## config.mk

```make
export PLATFORM = sky130hd
export DESIGN_NAME = uart_tx_responder
export DESIGN_NICKNAME = d
export VERILOG_FILES = /design/src/rtl/uart_pkg.sv /design/src/rtl/uart_tx_responder_tx_fifo.sv /design/src/rtl/uart_tx_responder.sv
export SDC_FILE = /design/constraint.sdc
export NUM_CORES = 1
export LEC_CHECK = 0
export CAP_MARGIN = 20
export CORE_ASPECT_RATIO = 0.75
export CORE_MARGIN = 3
export CORE_UTILIZATION = 47
export CTS_CLUSTER_SIZE = 10
export DETAILED_ROUTE_END_ITERATION = 10
export PLACE_DENSITY = 0.88
export SYNTH_ARGS = -nofsm -noshare
export SYNTH_HDL_FRONTEND = slang
export SYNTH_SLANG_ARGS = --single-unit
```

## constraint.sdc

```tcl
create_clock -name clk -period 2.4 [get_ports clk]
set_input_delay 0.36 -clock clk [delete_from_list [all_inputs] [get_ports clk]]
set_output_delay 0.36 -clock clk [all_outputs]
set_load 0.02 [all_outputs]
```

## src/rtl/uart_pkg.sv

```systemverilog
// Shared constants for the memory-mapped UART transmitter: register offsets,
// STATUS bit positions and the serial engine state encoding.
package uart_pkg;

   localparam logic [3:0] UART_TXDATA  = 4'h0;
   localparam logic [3:0] UART_STATUS  = 4'h4;
   localparam logic [3:0] UART_BAUDDIV = 4'h8;

   localparam int ST_BUSY  = 0;
   localparam int ST_FULL  = 1;
   localparam int ST_EMPTY = 2;
   localparam int ST_OVF   = 3;
   localparam int ST_CNT   = 4;

   typedef enum logic [1:0] {
      TX_IDLE  = 2'd0,
      TX_START = 2'd1,
      TX_DATA  = 2'd2,
      TX_STOP  = 2'd3
   } tx_state_e;

endpackage

```

## src/rtl/uart_tx_responder_tx_fifo.sv

```systemverilog
// Byte-wide synchronous TX FIFO with show-ahead read data; count updates one edge after push/pop.
// Pushes into a full FIFO are ignored even if a pop happens on the same edge; pops when empty are ignored.
module tx_fifo #(
   parameter int DEPTH = 4
) (
   input  logic                     clk,
   input  logic                     reset,
   input  logic                     push,
   input  logic                     pop,
   input  logic [7:0]               wdata,
   output logic [7:0]               rdata,
   output logic [$clog2(DEPTH):0]   count,
   output logic                     full,
   output logic                     empty
);

   localparam int AW = $clog2(DEPTH);
   localparam logic [AW:0] FULL_CNT = (AW+1)'(DEPTH);

   logic [7:0]    r_mem [DEPTH];
   logic [AW-1:0] r_wptr;
   logic [AW-1:0] r_rptr;
   logic [AW:0]   r_count;
   logic          w_do_push;
   logic          w_do_pop;

   assign full      = (r_count == FULL_CNT);
   assign empty     = (r_count == '0);
   assign count     = r_count;
   assign rdata     = r_mem[r_rptr];
   assign w_do_push = push & ~full;
   assign w_do_pop  = pop & ~empty;

   always_ff @(posedge clk) begin
      if (w_do_push) begin
         r_mem[r_wptr] <= wdata;
      end
   end

   // Pointers wrap for free because DEPTH is a power of two.
   always_ff @(posedge clk or negedge reset) begin
      if (!reset) begin
         r_wptr  <= '0;
         r_rptr  <= '0;
         r_count <= '0;
      end else begin
         if (w_do_push) r_wptr <= r_wptr + 1'b1;
         if (w_do_pop)  r_rptr <= r_rptr + 1'b1;
         case ({w_do_push, w_do_pop})
            2'b10:   r_count <= r_count + 1'b1;
            2'b01:   r_count <= r_count - 1'b1;
            default: r_count <= r_count;
         endcase
      end
   end

endmodule

```

## src/rtl/uart_tx_responder.sv

```systemverilog
// Bus-responder UART transmitter: zero-latency reads, writes take effect at the edge, 8N1 serial out.
// No bus backpressure: TXDATA writes to a full FIFO are dropped and flagged in sticky STATUS.ovf.
module uart_tx_responder
   import uart_pkg::*;
#(
   parameter logic [31:0] BASE_ADDR   = 32'h4000_0010,
   parameter int          FIFO_DEPTH  = 4,
   parameter logic [15:0] DEFAULT_DIV = 16'd10415
) (
   input  logic        clk,
   input  logic        reset,
   input  logic [31:0] addr,
   input  logic        Mem_rd,
   input  logic        Mem_wr,
   input  logic [31:0] Write_data,
   output logic [31:0] Read_data,
   output logic        uart_tx,
   output logic        irq_tx_empty
);

   localparam int CW = $clog2(FIFO_DEPTH) + 1;

   logic [31:0]   w_off;
   logic          w_hit;
   logic [3:0]    w_reg;
   logic          w_wr_tx;
   logic          w_wr_st;
   logic          w_wr_bd;
   logic          w_pop;
   logic          w_tick;
   logic [7:0]    w_rdata;
   logic [CW-1:0] w_count;
   logic [2:0]    w_cnt3;
   logic          w_full;
   logic          w_empty;
   logic [31:0]   w_status;
   logic          w_unused;

   tx_state_e     r_state;
   logic          r_tx;
   logic          r_ovf;
   logic [15:0]   r_baud;
   logic [15:0]   r_div_q;
   logic [15:0]   r_cnt;
   logic [2:0]    r_bit;
   logic [7:0]    r_shift;

   // Subtracting the base keeps the decode correct for any word-aligned BASE_ADDR.
   assign w_off   = {addr[31:2], 2'b00} - BASE_ADDR;
   assign w_hit   = (w_off[31:4] == 28'd0);
   assign w_reg   = w_off[3:0];
   assign w_wr_tx = Mem_wr & w_hit & (w_reg == UART_TXDATA);
   assign w_wr_st = Mem_wr & w_hit & (w_reg == UART_STATUS);
   assign w_wr_bd = Mem_wr & w_hit & (w_reg == UART_BAUDDIV);
   assign w_pop   = (r_state == TX_IDLE) & ~w_empty;
   assign w_tick  = (r_cnt == r_div_q);
   assign w_cnt3  = 3'(w_count);

   assign w_unused = ^{addr[1:0], Write_data[31:16]};

   tx_fifo #(
      .DEPTH (FIFO_DEPTH)
   ) u_fifo (
      .clk   (clk),
      .reset (reset),
      .push  (w_wr_tx),
      .pop   (w_pop),
      .wdata (Write_data[7:0]),
      .rdata (w_rdata),
      .count (w_count),
      .full  (w_full),
      .empty (w_empty)
   );

   always_ff @(posedge clk or negedge reset) begin
      if (!reset) begin
         r_ovf  <= 1'b0;
         r_baud <= DEFAULT_DIV;
      end else begin
         if (w_wr_tx && w_full) begin
            r_ovf <= 1'b1;
         end else if (w_wr_st && Write_data[ST_OVF]) begin
            r_ovf <= 1'b0;
         end
         if (w_wr_bd) r_baud <= Write_data[15:0];
      end
   end

   always_ff @(posedge clk or negedge reset) begin
      if (!reset) begin
         r_cnt <= '0;
      end else if (r_state == TX_IDLE || w_tick) begin
         r_cnt <= '0;
      end else begin
         r_cnt <= r_cnt + 16'd1;
      end
   end

   // The line level is registered on each state/bit advance so uart_tx never glitches.
   always_ff @(posedge clk or negedge reset) begin
      if (!reset) begin
         r_state <= TX_IDLE;
         r_tx    <= 1'b1;
         r_div_q <= '0;
         r_bit   <= '0;
         r_shift <= '0;
      end else begin
         case (r_state)
            TX_IDLE: begin
               if (!w_empty) begin
                  r_state <= TX_START;
                  r_shift <= w_rdata;
                  r_div_q <= r_baud;
                  r_bit   <= '0;
                  r_tx    <= 1'b0;
               end
            end
            TX_START: begin
               if (w_tick) begin
                  r_state <= TX_DATA;
                  r_tx    <= r_shift[0];
               end
            end
            TX_DATA: begin
               if (w_tick) begin
                  if (r_bit == 3'd7) begin
                     r_state <= TX_STOP;
                     r_tx    <= 1'b1;
                  end else begin
                     r_bit <= r_bit + 3'd1;
                     r_tx  <= r_shift[r_bit + 3'd1];
                  end
               end
            end
            TX_STOP: begin
               if (w_tick) r_state <= TX_IDLE;
            end
            default: begin
               r_state <= TX_IDLE;
               r_tx    <= 1'b1;
            end
         endcase
      end
   end

   always_comb begin
      w_status           = '0;
      w_status[ST_BUSY]  = (r_state != TX_IDLE);
      w_status[ST_FULL]  = w_full;
      w_status[ST_EMPTY] = w_empty;
      w_status[ST_OVF]   = r_ovf;
      w_status[ST_CNT +: 3] = w_cnt3;
   end

   always_comb begin
      Read_data = '0;
      if (Mem_rd && w_hit) begin
         case (w_reg)
            UART_STATUS:  Read_data = w_status;
            UART_BAUDDIV: Read_data = {16'h0000, r_baud};
            default:      Read_data = '0;
         endcase
      end
   end

   assign uart_tx      = r_tx;
   assign irq_tx_empty = w_empty & (r_state == TX_IDLE);

endmodule
```

==> results.toml <==
[run_status]
run_status = "finished, final reports clean"

[die]
die_x_um = 125
initial_utilization_pct = 49.9
fp.dieH_um = 95.3
floorplan.die_area_um2 = 11900
ioPinCount = 102
coreArea_um2 = 10000
num_rows = 31

[cts]
clock_latency_of_the_later_clocked_register_in_the_worst_skew_pair_ns = 0.35
clock_tree.buffer_depth = 2
clock_sinks = 102
cts_max_level = 3
cell_at_the_root_of_the_clock_tree = "sky130_fd_sc_hd__clkbuf_16"
cts.clk_slew.worst_paths_ns = 0.07
cts_tree = "built"
cts_buffers = 9

[synth]
syn_inst = 411
synth.area.top_cells = "sky130_fd_sc_hd__dfrtp_1 31%, sky130_fd_sc_hd__edfxtp_1 19%, sky130_fd_sc_hd__dfstp_2 4.7%"
yosys.cell_count.top_type = "sky130_fd_sc_hd__nand2_1"
synthDominantAreaCellType = "sky130_fd_sc_hd__dfrtp_1"
synth.distinct_cells = 52
number_of_synthesized_flops_with_an_enable_pin = 32
syn-mean-instance-area_um2 = 12.2
post_synth_instance_area_um2 = 5000
ys_async_sr_fraction_pct = 68.6
synth-main-ff-cell = "sky130_fd_sc_hd__dfrtp_1"
synth_commonest_cells = "62 x sky130_fd_sc_hd__nand2_1, 61 x sky130_fd_sc_hd__dfrtp_1, 32 x sky130_fd_sc_hd__edfxtp_1, 27 x sky130_fd_sc_hd__nor2_1, 21 x sky130_fd_sc_hd__xnor2_1"
synth_top_cell_area_share_pct = 30.5
synth_seq_area_share_pct = 54.5
number_of_synthesized_register_bits = 102
yosys_warnings = 0

[sta]
final.setup.worst_slack_ns = 0.108
min_period_over_period_pct = 95.5
rsz0062_at_grt = "no"
setup_viol = 0
timing.setup.tns_ns = 0
final-hold-violation-count = 0
fin_crit_ns = 2.29
timing.max_slew.rel_slack_pct = 60.8
tightestPinTransition_ns = 0.589
report.final.slew_viol_count = 0
skew_ns = 0.0101
hold_slack_ns = 0.484
maxClockFrequency_mhz = 436

[worst_setup_path]
cp_cell_sequence = "dlygate4sd2_1, nor4bb_2, nand3_1, nor3_2, buf_4, and2_4, and3b_2, buf_4, buf_4, buf_4, and2_1, buf_12"
cp.buffers_inverters = 6
worst-path-max-fanout = 8
critPathCaptureType = "flop"
cpPeakStageDelay_ns = 0.32
crit_path_top_delay_cell = "sky130_fd_sc_hd__nor4bb_2"
reg2reg_from = "r_cnt[14]"
required_time_of_the_worst_setup_path_ns = 2.47
setup.reg_to_reg.worst_slack_ns = 0.13
setup.worst_path.start = "addr[27]"
critPathArrivalTime_ns = 2.36
timing.setup.critical_path_class = "input port to flop"
critical-path-top-cell-by-count = "sky130_fd_sc_hd__buf_4"
cp_top_family = "simple AND/OR/NAND/NOR gates"
critical_path.startpoint_type = "input port"

[placement]
hpwlAfterDp_um = 7930
dp.cells = 610
port_buffers = 67
place_ws_ns = -0.566
gp_routability_congestion = 0.865

[layout]
postLayoutCoreUtil_pct = 62.1
insertedDiodeCount = 0
layout.cells.non_filler = 631
synthToLayoutAreaGrowth_pct = 24.3
design.final.nets = 578
final_layout_size_suffix_gt1_share_pct = 24.8

[run]
max_cap_viol_count = 0

[route]
vias = 3397
topRoutingLayerUsed = "met4"
wl_met3_um = 879
vias_per_cell = 5.38
wl_met1_um = 4590
average_detailed_routed_wire_length_per_instance_um = 17.3
routed-wl-met2_um = 5230
postRouteAntennaNets = 0
initialDrtViolationCount = 226
drc = 0
detail_route.first_pass.iterations = 4
route.final.wire_length_um = 10900

[global_routing]
global_route_congestion_overflow_total = 0
grt_antenna_before_repair = 0
first_global_vias = 3628
pin_count_of_the_biggest_net_entering_global_routing = 26
grt.total_usage_pct = 19.8
global_route_wire_length_before_repair_um = 18100

[power_and_ir_drop]
leakage_power_summed_over_all_cells_nw = 2.76
power.ir.vdd_worst_mv = 0.423
powerDensity_nw_per_um2 = 628

[min_path]
classification_of_the_worst_slack_hold_path = "flop to flop"
hold_path_startpoint = "uart_tx"
==> kinds of logic after synthesis <==
group           synth area share, %
flops                          54.5
simple gates                   15.0
other cells                  0.0750
fa+ha+maj                      4.16
buf+inv                        5.26
mux                            11.7
compound gates                 3.33
xor+xnor                       5.96
==> path summary, 6_finish.rpt <==
path                                       to  cells after the start
max                        u_fifo.r_mem[0][5]                     12
min                                   uart_tx                      2
max reg2reg                        r_state[1]                      6
min reg2reg                           uart_tx                      2
max in group asynchronous           r_baud[5]                      3
min in group asynchronous          r_div_q[2]                      2
==> power by group <==
| part | internal, mW | switching [mW] | total, mW |
|---|---|---|---|
| registers | 1.87 | 0.0616 | 1.93 |
| logic | 0.203 | 0.204 | 0.406 |
| clock network | 0.923 | 0.641 | 1.56 |
==> per-layer routing <==
layer | vias up | GRT usage (%)
li1 | 1552 | -
met1 | 1677 | 24.6
met2 | 149 | 33.3
met3 | 19 | 5.82
met4 | 0 | 7.31
met5 | - | 0
==> final cells by class <==
| class | instances | area [µm²] |
|---|---|---|
| Sequential cell | 102 | 2720 |
| Clock buffer | 10 | 229 |
| Clock inverter | 6 | 95.1 |
| Timing Repair Buffer | 87 | 800 |
| Inverter | 16 | 60.1 |
| Multi-Input combinational cell | 278 | 2140 |
| Fill cell | 759 | 3800 |
| Tap cell | 132 | 165 |
==> timing repair <==
item                       in CTS  in global routing
setup endpoints to repair      19                 51
resized for setup              93                 30
hold buffers                    1                  0
setup buffers                   3                  1
hold endpoints to repair       17                  0
pin swaps                      14                 13
==> cells in the final DEF (no fill, tap or decap), types with 3 or more instances in the layout <==
cell	netlist	final
sky130_fd_sc_hd__dlymetal6s2s_1	0	8
sky130_fd_sc_hd__clkbuf_2	0	3
sky130_fd_sc_hd__dlygate4sd2_1	0	15
sky130_fd_sc_hd__nand3_1	8	7
sky130_fd_sc_hd__xnor2_1	21	21
sky130_fd_sc_hd__mux4_2	10	10
sky130_fd_sc_hd__dfstp_2	9	9
sky130_fd_sc_hd__xor2_1	13	13
sky130_fd_sc_hd__mux2_4	10	10
sky130_fd_sc_hd__buf_12	0	5
sky130_fd_sc_hd__buf_2	6	12
sky130_fd_sc_hd__mux2i_1	3	3
sky130_fd_sc_hd__and3_1	5	4
sky130_fd_sc_hd__and2_4	2	3
sky130_fd_sc_hd__edfxtp_1	32	32
sky130_fd_sc_hd__inv_1	15	13
sky130_fd_sc_hd__clkdlybuf4s50_1	0	21
sky130_fd_sc_hd__nor4_2	4	4
sky130_fd_sc_hd__clkbuf_16	0	9
sky130_fd_sc_hd__inv_2	1	3
sky130_fd_sc_hd__nand4_1	7	7
sky130_fd_sc_hd__nor2_2	1	3
sky130_fd_sc_hd__dfrtp_1	61	61
sky130_fd_sc_hd__or3_1	3	3
sky130_fd_sc_hd__and2_1	13	12
sky130_fd_sc_hd__mux2_2	14	14
sky130_fd_sc_hd__nor2_1	27	25
sky130_fd_sc_hd__nand2_1	62	62
sky130_fd_sc_hd__a22oi_1	8	8
sky130_fd_sc_hd__conb_1	1	16
sky130_fd_sc_hd__buf_4	18	19
sky130_fd_sc_hd__clkdlybuf4s15_1	0	3
sky130_fd_sc_hd__o21ai_0	7	7
sky130_fd_sc_hd__ha_1	15	13
sky130_fd_sc_hd__a21oi_1	4	4
==> flip-flops by register name, indices dropped and copies added, names as in the netlist <==
name           cells
u_fifo.r_mem      32
r_bit              3
r_cnt             16
u_fifo.count       3
r_baud            16
uart_tx            1
r_ovf              1
r_div_q           16
u_fifo.r_rptr      2
r_shift            8
r_state            2
u_fifo.r_wptr      2
==> metrics by stage <==
step           total power [mW]  instance area [µm²]
3_3_place_gp               2.34                 5860
5_1_grt                    4.03                 6210
3_5_place_dp               2.38                 5860
2_1_floorplan              2.19                 5060
4_1_cts                    3.93                 6140
6_report                   3.90                 6210
==> worst register-to-register path, cell delays in order (launching register included) <==
cell and delay, ns:
sky130_fd_sc_hd__dfrtp_1 0.41, sky130_fd_sc_hd__xnor2_1 0.26, sky130_fd_sc_hd__nand4_1 0.22, sky130_fd_sc_hd__nor4_4 0.46
sky130_fd_sc_hd__o21ai_1 0.18, sky130_fd_sc_hd__a21oi_1 0.25, sky130_fd_sc_hd__mux2_1 0.36
Power figures use the tool's default switching activity.
==> edit 1 (config.mk and constraints unchanged) <==
Reset style: synchronous (`reset`), changed in 4 clocked blocks.
--- a/src/rtl/uart_tx_responder_tx_fifo.sv
+++ b/src/rtl/uart_tx_responder_tx_fifo.sv
@@ -40,3 +40,3 @@
    // Pointers wrap for free because DEPTH is a power of two.
-   always_ff @(posedge clk or negedge reset) begin
+   always_ff @(posedge clk) begin
       if (!reset) begin
--- a/src/rtl/uart_tx_responder.sv
+++ b/src/rtl/uart_tx_responder.sv
@@ -74,3 +74,3 @@
 
-   always_ff @(posedge clk or negedge reset) begin
+   always_ff @(posedge clk) begin
       if (!reset) begin
@@ -88,3 +88,3 @@
 
-   always_ff @(posedge clk or negedge reset) begin
+   always_ff @(posedge clk) begin
       if (!reset) begin
@@ -99,3 +99,3 @@
    // The line level is registered on each state/bit advance so uart_tx never glitches.
-   always_ff @(posedge clk or negedge reset) begin
+   always_ff @(posedge clk) begin
       if (!reset) begin
Function: differs if reset is asserted again (counterexample within 4 cycles, from zero or initial values and one cycle with reset low); with reset held inactive, the same outputs for 4 cycles.
==> edit 1 against the unedited design <==
- sequential cell count is the same
- sequential share of layout area decreased by 4.3 points
- setup slack lost 0.013 ns
- synthesized area down 3.4%
- via count grew 1.6%
- design area is 3.7% lower
- routed wire length fell by 6.8%
- critical endpoint is now Read_data[11]
- largest cell class is now multi-input gates
Power is not compared: it rests on default switching activity, and its combinational part moved more than twofold at a synthesized area within 25%.
==> edit 1: results (changes against the unedited design) <==
[setup_path]
path_max_fanout = 9  ; +1
rr_worst_depth = 8  ; +2
r2r_start = r_bit[0]$_SDFFE_PN0P_
cp-startpoint = addr[4]
rrSetupSlack_ns = 0.21  ; +0.08 ns
cp-end-kind = primary output
timing.critical_path.to = Read_data[11]
crit_arrival_ns = 1.94  ; -0.42 ns
crit-reg2reg-capture = uart_tx$_SDFFE_PN1P_

[status]
status = finished, final reports clean

[layout]
largest_register = u_fifo.r_mem
antennaDiodeCount = 0  ; unchanged
largest_reg_flops = 32  ; unchanged
nFillCells = 804  ; +5.9%
finalNetCount = 624  ; +8.0%
drive_gt1_share_pct = 17.98  ; -6.9 points

[global_route]
grt_pass1_wl_microns = 16370  ; -9.7%
grt_max_degree = 59  ; +130%
grt_util_all_layers_pct = 18.21  ; -1.6 points
antenna_found_initial = 0  ; unchanged
grt_pass1_vias = 3475  ; -4.2%

[synthesis]
synth_common_cells = 74 x nand2_1, 70 x dfxtp_1, 32 x edfxtp_1
ys.flop_type = dfxtp_1
yosysSeqAreaShare_pct = 48.90  ; -5.6 points
async_reset_ff_share_pct = 0  ; -69 points
synth_area_leaders = dfxtp_1 29%, edfxtp_1 20%, nand2_1 5.7%, mux4_2 4.7%, mux2i_1 4.6%
yosys_warnings = 0  ; unchanged
synth_cell_types = 48  ; -7.7%
synth_edf_count = 32  ; unchanged

[power]
ir_drop_v = 0.0003712
leakagePower_nw = 2.251
p_int_w = 0.002595

[placement]
post-place-ws_ns = -0.6341  ; -0.06811 ns
place_area_sq_um = 5704  ; -2.7%
gp_congestion = 0.8244  ; -4.7%
io_buffers = 67  ; unchanged
dpl.hpwl_microns = 7314  ; -7.7%

[clock_network]
clk_pin_slew_ns = 0.08
clockRootBuffer = clkbuf_16
clock_latency_ns = 0.35  ; about the same
clockBufferDepth = 2  ; unchanged
cts_made_buffers = 9  ; unchanged
cts_max_level = 3  ; unchanged

[sta]
finClkSkew_ns = 0.009695  ; -0.0003850 ns
worstMarginPinSlew_ns = 0.6346  ; +0.04591 ns
post-route-period-util_pct = 96.02  ; +0.53 points

[routing]
route.final.wire_length_microns = 10190  ; -6.8%
vias_per_cell = 5.099  ; -5.3%
drt_pass1_iterations = 4  ; unchanged
dr.first_iter.drc_count = 211  ; -6.6%

[hold_path]
hold_class = register to register

-- edit 1: kinds of logic after synthesis --
family                   synth area share (%)
multiplexers                            9.454
flip-flops                              48.90
other                                 0.07763
adder cells (fa/ha/maj)                 4.299
AND/OR/NAND/NOR                         18.47
buffers and inverters                   5.724
AO/OA/AOI/OAI                           7.097
XOR/XNOR                                5.983
-- edit 1: timing repair --
item,CTS,global route
setup buffers,5,2
pin swaps,17,15
gates resized for setup,94,32
endpoints found under the setup margin,19,18
hold buffers,0,0
-- edit 1: how the worst min path moves through the flow --
stage / start / to / slack (ns) / cells after the start
detailed placement: r_shift[2]$_SDFFE_PN0P_ / r_shift[2]$_SDFFE_PN0P_ / 0.46 / 2
CTS: r_shift[2]$_SDFFE_PN0P_ / r_shift[2]$_SDFFE_PN0P_ / 0.47 / 2
floorplan: r_bit[1]$_SDFFE_PN0P_ / r_bit[1]$_SDFFE_PN0P_ / 0.44 / 2
global placement: r_shift[3]$_SDFFE_PN0P_ / r_shift[3]$_SDFFE_PN0P_ / 0.45 / 2
global route: r_div_q[7]$_SDFFE_PN0P_ / r_div_q[7]$_SDFFE_PN0P_ / 0.50 / 2
finish: r_shift[7]$_SDFFE_PN0P_ / r_shift[7]$_SDFFE_PN0P_ / 0.47 / 2
-- edit 1: cell type report --
type	count	area, sq um	share of cell area, %
Tap cell	132	165.2	2.762
Inverter	15	58.81	0.9835
Sequential cell	102	2362	39.51
Timing Repair Buffer	89	726.9	12.16
Multi-Input combinational cell	323	2367	39.59
Clock buffer	9	225.2	3.766
Clock inverter	7	73.82	1.235
-- edit 1: power by group through the flow --
stage,Sequential (W),Combinational [W],Clock [W]
3_5_place_dp,0.00181,0.000174,0
6_report,0.00177,0.000165,0.00142
2_1_floorplan,0.00181,0.0000819,0
3_3_place_gp,0.00181,0.000171,0
4_1_cts,0.00177,0.000165,0.00145
5_1_grt,0.00177,0.000178,0.00152
-- edit 1: routing by layer --
layer	global-route usage, %	share of wire [%]	wire length (microns)	up-vias
met3	5.178	5.7	578	15
li1	-	-	-	1702
met5	0	0	0	-
met2	32.20	50	5045	93
met4	4.147	1.3	131	0
met1	22.03	43	4429	1642
-- edit 1: through the flow --
stage | std cells | TNS, ns | power [W]
2_1_floorplan | 478 | -0.03136 | 0.001896
3_3_place_gp | 654 | -19.71 | 0.001984
3_5_place_dp | 654 | -24.29 | 0.001988
4_1_cts | 675 | 0 | 0.003391
5_1_grt | 677 | -0.01961 | 0.003466
6_report | 677 | 0 | 0.003359
-- edit 1: worst max-delay path, stage by stage --
cell and delay, ns:
dlygate4sd2_1 0.24, buf_4 0.13, nor3_4 0.12, mux2i_2 0.09, buf_4 0.15, nor3_4 0.21
and3_4 0.23, buf_12 0.12, and2_1 0.13, buf_2 0.16
==> edit 2 (same flow settings) <==
Without the edit above. `FIFO_DEPTH`: 4 -> 2.
--- a/src/rtl/uart_tx_responder.sv
+++ b/src/rtl/uart_tx_responder.sv
@@ -6,3 +6,3 @@
    parameter logic [31:0] BASE_ADDR   = 32'h4000_0010,
-   parameter int          FIFO_DEPTH  = 4,
+   parameter int          FIFO_DEPTH  = 2,
    parameter logic [15:0] DEFAULT_DIV = 16'd10415
Check against the original RTL: not equivalent (a bounded check fails within 4 cycles, from zero or initial values and one cycle with reset low).
==> edit 2 against the unedited design <==
- the run now ends with negative setup slack left
- design area is 8.5% lower
- synthesized area fell by 14%
- register-to-register slack improved by 0.02 ns
- routed wire length is 11% lower
- sequential cell count is 19 lower
- sequential share of layout area fell by 5.7 points
- synthesized cell count down 10%
- power fell by 19%
- setup slack worse by 0.27 ns
- critical path type is now input pin to primary output
- largest power group unchanged
==> edit 2: results (changes against the unedited design) <==
[status]
status = finished, violations left
violations = negative setup slack

[placement]
post-place-ws_ns = -1.061  ; -0.4948 ns
dpl.hpwl_microns = 6796  ; -14%
gp_congestion = 0.8372  ; -3.3%
io_buffers = 67  ; unchanged
dp_cells = 556  ; -8.9%

[layout]
drive_gt1_share_pct = 35.94  ; +11 points
finalNetCount = 547  ; -5.4%
nFillCells = 630  ; -17%
fin_cells = 581  ; -7.9%

[hold_path]
hold_class = input pin to asynchronous set/reset pin

[synthesis]
synth_common_cells = 58 x dfrtp_1, 32 x nor2_1, 25 x mux2_2
synth-xor-area-share_pct = 6.466  ; +0.51 points
syn_avg_cell_area_sq_um = 11.73  ; -3.6%
muxShareOfSynthArea_pct = 13.37  ; +1.7 points
synth_compound_area_share_pct = 5.770  ; +2.4 points
synth_cell_types = 54  ; +3.8%
synth_edf_count = 16  ; -50%
synthAdderAreaFrac_pct = 3.189  ; -0.97 points
async_reset_ff_share_pct = 80.72  ; +12 points
synth_area_leaders = dfrtp_1 34%, edfxtp_1 11%, mux2_2 6.5%, dfstp_2 5.5%, xnor2_1 4.9%
yosysSeqAreaShare_pct = 50.25  ; -4.2 points

[clock_network]
cts_made_buffers = 9  ; unchanged
clock_latency_ns = 0.34
cts_max_level = 3  ; unchanged

[power]
leakagePower_nw = 2.403  ; -13%
ir_drop_v = 0.0003278  ; -22%

[global_route]
grt_pass1_wl_microns = 15790  ; -13%
grt_util_all_layers_pct = 20.10  ; +0.34 points
grt_pass1_vias = 3222  ; -11%
grt_max_degree = 43  ; +65%
antenna_found_initial = 0  ; unchanged

[sta]
finalSetupViolations = 15  ; +15
finalWorstSetupSlack_ns = -0.1622  ; -0.2704 ns
finClkSkew_ns = 0.005919  ; -0.004161 ns
worstMarginPinSlew_ns = 0.6634  ; +0.07466 ns

[setup_path]
crit_arrival_ns = 2.20  ; -0.16 ns
path_max_fanout = 6  ; -2

[routing]
dr.first_iter.drc_count = 168  ; -26%
route.final.wire_length_microns = 9675  ; -11%
vias_per_cell = 5.325  ; -1.1%

-- edit 2: cell count changes after synthesis, sizes merged, moves of 8 or more --
cell / before / now
mux4: 10 / 2
buf: 28 / 20
mux2: 26 / 35
nand2: 63 / 24
o21ai: 8 / 18
edfxtp: 32 / 16
-- edit 2: logic make-up (layout without fill, tap and decap cells) --
kind of cell             Yosys count  in the layout
adder cells (fa/ha/maj)           11             11
buffers and inverters             42            132
XOR/XNOR                          31             31
AND/OR/NAND/NOR                  115            115
other                              1             16
AO/OA/AOI/OAI                     38             38
flip-flops                        83             83
multiplexers                      47             47
-- edit 2: area by class of cell --
class | instances | area share [%]
sequential | 83 | 38.16
multi-input combinational | 258 | 36.92
timing repair buffer | 102 | 16.42
clock buffer | 10 | 4.029
tap | 108 | 2.378
clock inverter | 6 | 1.167
inverter | 14 | 0.9247
-- edit 2: worst max-delay path: stages --
cell       delay (ns)
clkbuf_2         0.12
nor4_4           0.34
nand4_1          0.22
a2111oi_4        0.38
o211ai_4         0.16
or2_4            0.35
nor2_1           0.13
buf_4            0.15
-- edit 2: routing by layer --
metal	track usage [%]	up-vias	part of all wire, %
li1	-	1464	-
met1	26.26	1512	45
met2	32.97	104	47
met3	6.022	14	6.6
met4	5.521	0	1.6
met5	0	-	0
-- edit 2: stage by stage --
stage               area [sq um]  TNS (ns)  hold WS (ns)
finish                      5683    -1.933       0.05875
global placement            5229    -28.75        0.4057
CTS                         5647    -1.362       0.05953
global route                5683    -2.709       0.09004
detailed placement          5229    -34.31        0.4229
floorplan                   4378  -0.01034       0.06441
-- edit 2: final timing paths --
check                                       startpoint  depth (start not counted)  slack (ns)                endpoint
min in group clk                r_shift[3]$_DFFE_PN0P_                          2        0.48  r_shift[3]$_DFFE_PN0P_
worst max register to register      r_cnt[9]$_DFF_PN0_                          6        0.15  r_state[1]$_DFFE_PN0P_
max in group asynchronous                        reset                          2        1.64  r_baud[11]$_DFFE_PN1P_
worst min-delay path                             reset                          1        0.06   r_baud[6]$_DFFE_PN0P_
worst max-delay path                          addr[16]                          8       -0.16            Read_data[0]
worst min register to register  r_shift[3]$_DFFE_PN0P_                          2        0.48  r_shift[3]$_DFFE_PN0P_
-- edit 2: timing repair --
item | 4_1_cts | 5_1_grt
pin swaps | 26 | 11
gates cloned | 1 | 0
endpoints found under the setup margin | 51 | 36
buffers inserted | 5 | 3
resized for setup | 180 | 24
endpoints found under the hold margin | 0 | 0
-- edit 2: power by group --
group	switching (W)	internal, W	leakage [nW]
Clock	0.000545	0.000805	0.135
Combinational	0.000136	0.000135	1.22
Sequential	0.0000418	0.00151	1.05
